## config.mk

```make
export PLATFORM = sky130hd
export DESIGN_NAME = servfarm_apb_master
export DESIGN_NICKNAME = d
export VERILOG_FILES = /design/src/rtl/servfarm_apb_master.sv
export SDC_FILE = /design/constraint.sdc
export NUM_CORES = 1
export LEC_CHECK = 0
export BUFFER_PORTS_ARGS = -buffer_cell sky130_fd_sc_hd__buf_2
export CAP_MARGIN = 20
export CORE_ASPECT_RATIO = 1.75
export CORE_MARGIN = 5
export CORE_UTILIZATION = 40
export DETAILED_ROUTE_END_ITERATION = 10
export PLACE_DENSITY = 0.73
export RECOVER_POWER = 100
export SETUP_SLACK_MARGIN = 0.3
export SLEW_MARGIN = 0
export SYNTH_ARGS = -nofsm -noshare
export SYNTH_HDL_FRONTEND = slang
export SYNTH_SLANG_ARGS = --single-unit
```

## constraint.sdc

```tcl
create_clock -name clk -period 1.6 [get_ports clk]
set_clock_uncertainty 0.1 [all_clocks]
set_input_delay 0.08 -clock clk [delete_from_list [all_inputs] [get_ports clk]]
set_output_delay 0.08 -clock clk [all_outputs]
set_load 0.02 [all_outputs]
```

## src/rtl/servfarm_apb_master.sv

```systemverilog
// servfarm_apb_master: APB3 master, one host command -> one APB transfer -> one response beat.
// FSM IDLE -> SETUP -> ACCESS -> RESP -> IDLE, one transfer outstanding at a time.
// Optional access timeout: define SERVFARM_APB_TIMEOUT_EN to abort ACCESS after
// TIMEOUT_CYCLES cycles without pready (response then carries err=1, rdata=0).
module servfarm_apb_master #(
  parameter int ADDR_W         = 32,
  parameter int DATA_W         = 32,
  parameter int TIMEOUT_CYCLES = 256
) (
  input  logic              clk,
  input  logic              rst_n,
  input  logic              cmd_valid,
  output logic              cmd_ready,
  input  logic              cmd_write,
  input  logic [ADDR_W-1:0] cmd_addr,
  input  logic [DATA_W-1:0] cmd_wdata,
  output logic              rsp_valid,
  input  logic              rsp_ready,
  output logic [DATA_W-1:0] rsp_rdata,
  output logic              rsp_err,
  output logic [ADDR_W-1:0] paddr,
  output logic              psel,
  output logic              penable,
  output logic              pwrite,
  output logic [DATA_W-1:0] pwdata,
  input  logic [DATA_W-1:0] prdata,
  input  logic              pready,
  input  logic              perr,
  output logic              busy
);

  if (TIMEOUT_CYCLES < 2) begin : g_bad_timeout
    $error("servfarm_apb_master: TIMEOUT_CYCLES must be >= 2");
  end

  typedef enum logic [1:0] {IDLE, SETUP, ACCESS, RESP} state_e;

  state_e              state_q, state_d;
  logic [ADDR_W-1:0]   paddr_q, paddr_d;
  logic [DATA_W-1:0]   pwdata_q, pwdata_d;
  logic                pwrite_q, pwrite_d;
  logic                psel_q, psel_d;
  logic                penable_q, penable_d;
  logic                rsp_valid_q, rsp_valid_d;
  logic [DATA_W-1:0]   rsp_rdata_q, rsp_rdata_d;
  logic                rsp_err_q, rsp_err_d;

`ifdef SERVFARM_APB_TIMEOUT_EN
  localparam int CNT_W = $clog2(TIMEOUT_CYCLES);
  localparam logic [CNT_W-1:0] CNT_LAST = CNT_W'(TIMEOUT_CYCLES - 1);
  logic [CNT_W-1:0] cnt_q, cnt_d;

  // Access wait counter; only meaningful while in ACCESS
  always_ff @(posedge clk) begin
    if (!rst_n) cnt_q <= '0;
    else        cnt_q <= cnt_d;
  end
`endif

  // State and registered outputs
  always_ff @(posedge clk) begin
    if (!rst_n) begin
      state_q     <= IDLE;
      paddr_q     <= '0;
      pwdata_q    <= '0;
      pwrite_q    <= 1'b0;
      psel_q      <= 1'b0;
      penable_q   <= 1'b0;
      rsp_valid_q <= 1'b0;
      rsp_rdata_q <= '0;
      rsp_err_q   <= 1'b0;
    end else begin
      state_q     <= state_d;
      paddr_q     <= paddr_d;
      pwdata_q    <= pwdata_d;
      pwrite_q    <= pwrite_d;
      psel_q      <= psel_d;
      penable_q   <= penable_d;
      rsp_valid_q <= rsp_valid_d;
      rsp_rdata_q <= rsp_rdata_d;
      rsp_err_q   <= rsp_err_d;
    end
  end

  // Next-state and next-output logic
  always_comb begin
    state_d     = state_q;
    paddr_d     = paddr_q;
    pwdata_d    = pwdata_q;
    pwrite_d    = pwrite_q;
    psel_d      = psel_q;
    penable_d   = penable_q;
    rsp_valid_d = rsp_valid_q;
    rsp_rdata_d = rsp_rdata_q;
    rsp_err_d   = rsp_err_q;
`ifdef SERVFARM_APB_TIMEOUT_EN
    cnt_d       = cnt_q;
`endif
    case (state_q)
      IDLE: begin
        if (cmd_valid) begin
          paddr_d   = cmd_addr;
          pwdata_d  = cmd_wdata;
          pwrite_d  = cmd_write;
          psel_d    = 1'b1;
          penable_d = 1'b0;
          state_d   = SETUP;
        end
      end
      SETUP: begin
        penable_d = 1'b1;
        state_d   = ACCESS;
`ifdef SERVFARM_APB_TIMEOUT_EN
        cnt_d     = '0;
`endif
      end
      ACCESS: begin
        if (pready) begin
          // pready beats a timeout landing in the same cycle
          rsp_rdata_d = pwrite_q ? '0 : prdata;
          rsp_err_d   = perr;
          psel_d      = 1'b0;
          penable_d   = 1'b0;
          rsp_valid_d = 1'b1;
          state_d     = RESP;
        end
`ifdef SERVFARM_APB_TIMEOUT_EN
        else if (cnt_q == CNT_LAST) begin
          rsp_rdata_d = '0;
          rsp_err_d   = 1'b1;
          psel_d      = 1'b0;
          penable_d   = 1'b0;
          rsp_valid_d = 1'b1;
          state_d     = RESP;
        end else begin
          cnt_d = cnt_q + 1'b1;
        end
`endif
      end
      RESP: begin
        if (rsp_ready) begin
          rsp_valid_d = 1'b0;
          rsp_err_d   = 1'b0;
          state_d     = IDLE;
        end
      end
      default: state_d = IDLE;
    endcase
  end

  assign cmd_ready = (state_q == IDLE);
  assign busy      = (state_q != IDLE);
  assign paddr     = paddr_q;
  assign pwdata    = pwdata_q;
  assign pwrite    = pwrite_q;
  assign psel      = psel_q;
  assign penable   = penable_q;
  assign rsp_valid = rsp_valid_q;
  assign rsp_rdata = rsp_rdata_q;
  assign rsp_err   = rsp_err_q;

endmodule
```

# Yosys cells after proc, flatten, opt, wreduce, memory -nomap -nowiden
# Index checks and enable logic that the tools add are counted.
dict set report op_classes {
  eq_ne 6
  mux 15
  n_reduce_logical 11
}
# operator n
set ops {}
lappend ops {{32-bit two-way mux} 1}
lappend ops {{3-bit AND reduction} 4}
lappend ops {{2-bit case mux with 4 select lines} 1}
lappend ops {{1-bit two-way mux} 6}
lappend ops {{2-bit two-way mux} 3}
lappend ops {{2-bit inequality test (second input constant)} 3}
lappend ops {{1-bit case mux with 2 select lines} 3}
lappend ops {{2-bit nonzero test} 3}
lappend ops {{2-bit equality test (second input constant)} 2}
lappend ops {{2-bit AND reduction} 2}
lappend ops {{1-bit case mux with 3 select lines} 1}
lappend ops {{3-bit nonzero test} 1}
lappend ops {{2-bit by 1-bit equality test with 1-bit output (second input constant)} 1}
lappend ops {{2-bit logical NOT} 1}
dict set report totals {
  in_bits 103
  output_inout_bits 103
  ff_bits 103
}

# Longest topological paths before layout
dict set report logic_depth {
  word_depth 3
  ltp_mapped 7
  mapped_depth_nobuf 5
}

# Worst setup path after synthesis
# No wires, ideal clock.
dict set report synth_path {
  path_type {reg2reg}
  startpoint {register state_q[0]}
  endpoint {register psel_q, in the netlist psel}
  stages_incl_launch_ff 6
  setup_time_ns 0.120
  arrival_ns 1.432
  path_slack_ns -0.052
  path_buffers 0
  path_cell_list {dfxtp_1 > inv_1 > ha_1 > nor2b_2 > o21a_1 > o31a_1}
}
dict set report synth_via {
  elab_chain_len 3
}
# element line
set synth_rtl {}
lappend synth_rtl {{start, declared} 38} ;# state_e state_q, state_d;
lappend synth_rtl {{start signal, assigned} 73} ;# state_q <= state_d;
lappend synth_rtl {{2-bit logical NOT (*)} n/a}
lappend synth_rtl {{net cmd_ready} 13} ;# output logic cmd_ready,
lappend synth_rtl {{2-bit inequality test (no line) or 2-bit nonzero test (tied branches)} n/a}
lappend synth_rtl {{3-bit AND reduction (no line)} n/a}
lappend synth_rtl {{end signal, assigned} 77} ;# psel_q <= psel_d;
lappend synth_rtl {{end, declared} 42} ;# logic psel_q, psel_d;
# The timed path passes the listed nets; every way through them passes the cells marked *.
# A chain may end at the register's enable or synchronous reset.

# Final worst setup path
dict set report layout_path {
  startpoint {register state_q[0]}
  endpoint {register pwdata_q[29], in the netlist pwdata[29]}
}
dict set report layout_via {
  elab_chain_len 2
}
# element line
set layout_rtl {}
lappend layout_rtl {{2-bit logical NOT} 99} ;# case (state_q)
lappend layout_rtl {{2-bit AND reduction (no line)} n/a}
lappend layout_rtl {{end signal, assigned} 75} ;# pwdata_q <= pwdata_d;
lappend layout_rtl {{end, declared} 40} ;# logic [DATA_W-1:0] pwdata_q, pwdata_d;
# No other way between the ends.

==> qor.txt <==
Setup TNS: 0 ps
Leak: 3.17 nW
DR top layer: met4
Via count: 4901
Synth area leader: dfxtp_1
Worst path cell trace: inv_6 > ha_4 > clkbuf_1 > and2_4 > clkbuf_16 > nand2_2 > a21boi_2
Worst Setup Start Kind: flop
GRT overflow: 0
Core ar.: 10800 um^2
Final WL: 17.9 mm
Core Util, Final: 73.1%
Fmax: 0.663 GHz
Share of Yosys cell area claimed by the top area cell type: 47.0%
Synth area leaders: dfxtp_1 47%, nand2_1 15%, a21boi_2 10%, nand4b_1 6.4%, a21boi_1 6.3%
Clock Path Buffers: 2
Placed inst area: 5560 um^2
Hold WS: 17.7 ps
CP arrival: 1690 ps
Remaining antenna violation count: 0
CTS tree: built
CP max FO: 5
Worst slew margin: 70.3%
Die height: 149 um
WL met2: 9.36 mm
DR DRC count: 0
Initial core utilization: 40.8%
Design Area, Final: 7860 um^2
Root buffer cell: clkbuf_16
Chip Width: 89.2 um
Final Hold Vio Count: 0
Slowest cell on crit path: dfxtp_4
Kind of critical path: flop to flop
Final Setup Violations: 0
Final Cycle Share: 94.3%
CTS H-tree lvls: 3
Syn Std Cell Area: 4390 um^2
IO Count: 206
Largest net degree at the start of global routing: 55
Status: completed
Clk slew on worst S/H paths: 70 ps
Initial antenna violation count: 1
Placed Instances: 783
Die ar.: 13300 um^2
Latest clock arrival within the worst-skew pair: 340 ps
Routed met3 length: 1.13 mm
Final Slew Violations: 0
Post-synth cell types: 30
IO buf count: 205
Nets: 911
Gpl congestion: 0.751
Syn nets: 587
Yosys warns: 0
Finished Layout Cells: 937
Max-cap violation count: 0
HPWL after detailed placement: 8.87 mm
#FFs+latches synth: 103
Post-Syn Area per Cell: 9.21 um^2
Slowest stage delay, CP: 370 ps
CP required: 1780 ps
Power density cells: 1440 nW/um^2
First-pass GRT wire length: 22.6 mm
WL met1: 6.35 mm
Mapped Cells: 477
Sequential area share after synthesis: 47.0%
Endpoint class of the critical path: flop
DR vias/cell: 5.23
Max VDD drop: 0.966 mV
Sink Count: 103
Row count: 50
Minimum clock period: 1510 ps
Drt first pass iters: 5
Fraction of layout cells with a size suffix above 1: 36.8%
Gr usage total: 21.6%
CTS buffer count: 9
HP Class: input port to flop
Worst-Margin Slew: 446 ps
Drt initial violations: 187
RSZ-0062 raised after global routing: true
Layout area overhead: 79.0%
Avg WL per Cell: 19.1 um
Vias in the first global route: 4788
[path summary, 6_finish.rpt]
path	to	slack, ps	from	cells after the start
setup / recovery	pwdata[29]	90	state_q[0]	7
hold / removal	rsp_err	20	perr	4
setup reg to reg	pwdata[29]	90	state_q[0]	7
hold reg to reg	paddr[14]	350	paddr[14]	2
[layout by cell type, fill, tap and decap left out, types with 2 or more instances in the layout]
cell type,Yosys,routed
buf_12,0,14
inv_6,0,3
buf_2,12,103
buf_8,0,2
mux2i_1,2,2
dlygate4sd3_1,0,98
nand2_2,0,26
a21boi_1,37,28
buf_6,8,8
nand2_8,0,3
and2_4,0,2
ha_1,7,4
o21ai_0,2,2
ha_4,0,2
dfxtp_4,0,2
dfxtp_1,103,101
nor2b_4,0,2
a21boi_0,21,17
a21boi_2,40,53
clkbuf_16,0,18
nand2_4,1,33
nand4b_1,32,32
nor2b_1,4,2
buf_4,6,8
buf_16,0,7
clkbuf_1,13,102
nand2_1,171,111
[critical path, delay by kind of cell, from the launching register on]
kind	cells	cell delay, ps
buffers and inverters	3	390
flip-flops	1	370
AND/OR/NAND/NOR	2	320
adder cells (fa/ha/maj)	1	160
AO/OA/AOI/OAI	1	110
[Yosys cell counts]
library cell / instances
clkbuf_1: 13
or2_2: 1
o21ai_0: 2
buf_2: 12
ha_1: 7
o31a_1: 1
nor3_2: 1
nand4b_1: 32
a21boi_2: 40
o32a_1: 1
o311ai_1: 1
o32ai_1: 1
o21a_1: 1
nand2_4: 1
nand2_1: 171
a21boi_0: 21
inv_1: 4
nor2_1: 1
nor3_1: 1
mux2i_1: 2
o41ai_1: 1
nor2b_2: 1
and2_2: 1
buf_4: 6
a32oi_1: 1
a21boi_1: 37
nor2b_1: 4
dfxtp_1: 103
buf_6: 8
nand2b_1: 1
[kinds of logic (layout without fill, tap and decap cells)]
logic type,Yosys count,count (layout),synth area share (%)
other,0,1,0
buffers and inverters,43,370,5.90
adder cells (fa/ha/maj),7,7,1.99
AO/OA/AOI/OAI,107,107,21.8
multiplexers,2,2,0.456
flip-flops,103,103,47.0
AND/OR/NAND/NOR,215,217,22.9
[layer usage]
metal	up-vias	global-route usage, %
li1	2274	-
met1	2302	22.7
met4	0	13.0
met3	73	4.27
met5	-	0
met2	252	38.1
[what timing repair did]
item	CTS	global route
pin swaps	20	98
gates cloned	7	17
endpoints found under the setup margin	97	105
hold buffers	98	0
setup buffers	10	5
resized for setup	24	129
hold endpoints to repair	98	0
[flip-flops by register name, summed over array words and instances, names as in the netlist]
| signal | count |
|---|---|
| rsp_valid | 1 |
| pwdata | 32 |
| rsp_rdata | 32 |
| state_q | 2 |
| rsp_err | 1 |
| paddr | 32 |
| penable | 1 |
| pwrite | 1 |
| psel | 1 |
[report_power, final]
part / internal [mW] / total (mW) / switching, mW
clock: 1.27 / 2.26 / 0.990
combinational: 2.69 / 5.72 / 3.03
sequential: 3.02 / 3.32 / 0.297
[per-stage QoR]
step / power, mW / setup slack (ps)
2_1_floorplan: 5.67 / 254
3_3_place_gp: 6.48 / 218
3_5_place_dp: 6.60 / 111
4_1_cts: 9.86 / 161
5_1_grt: 11.8 / 39.8
6_report: 11.3 / 91.6
[cell type report]
cell class              count  area [um^2]
inverters                   4         22.5
well taps                 130          163
multi-input cells         333         2540
flip-flops and latches    103         2070
repair buffers            350         2750
clock inverters             5         63.8
clock buffers              11          243
diodes                      1         2.50
fillers                   739         2900
(Power assumes the default switching activity.)
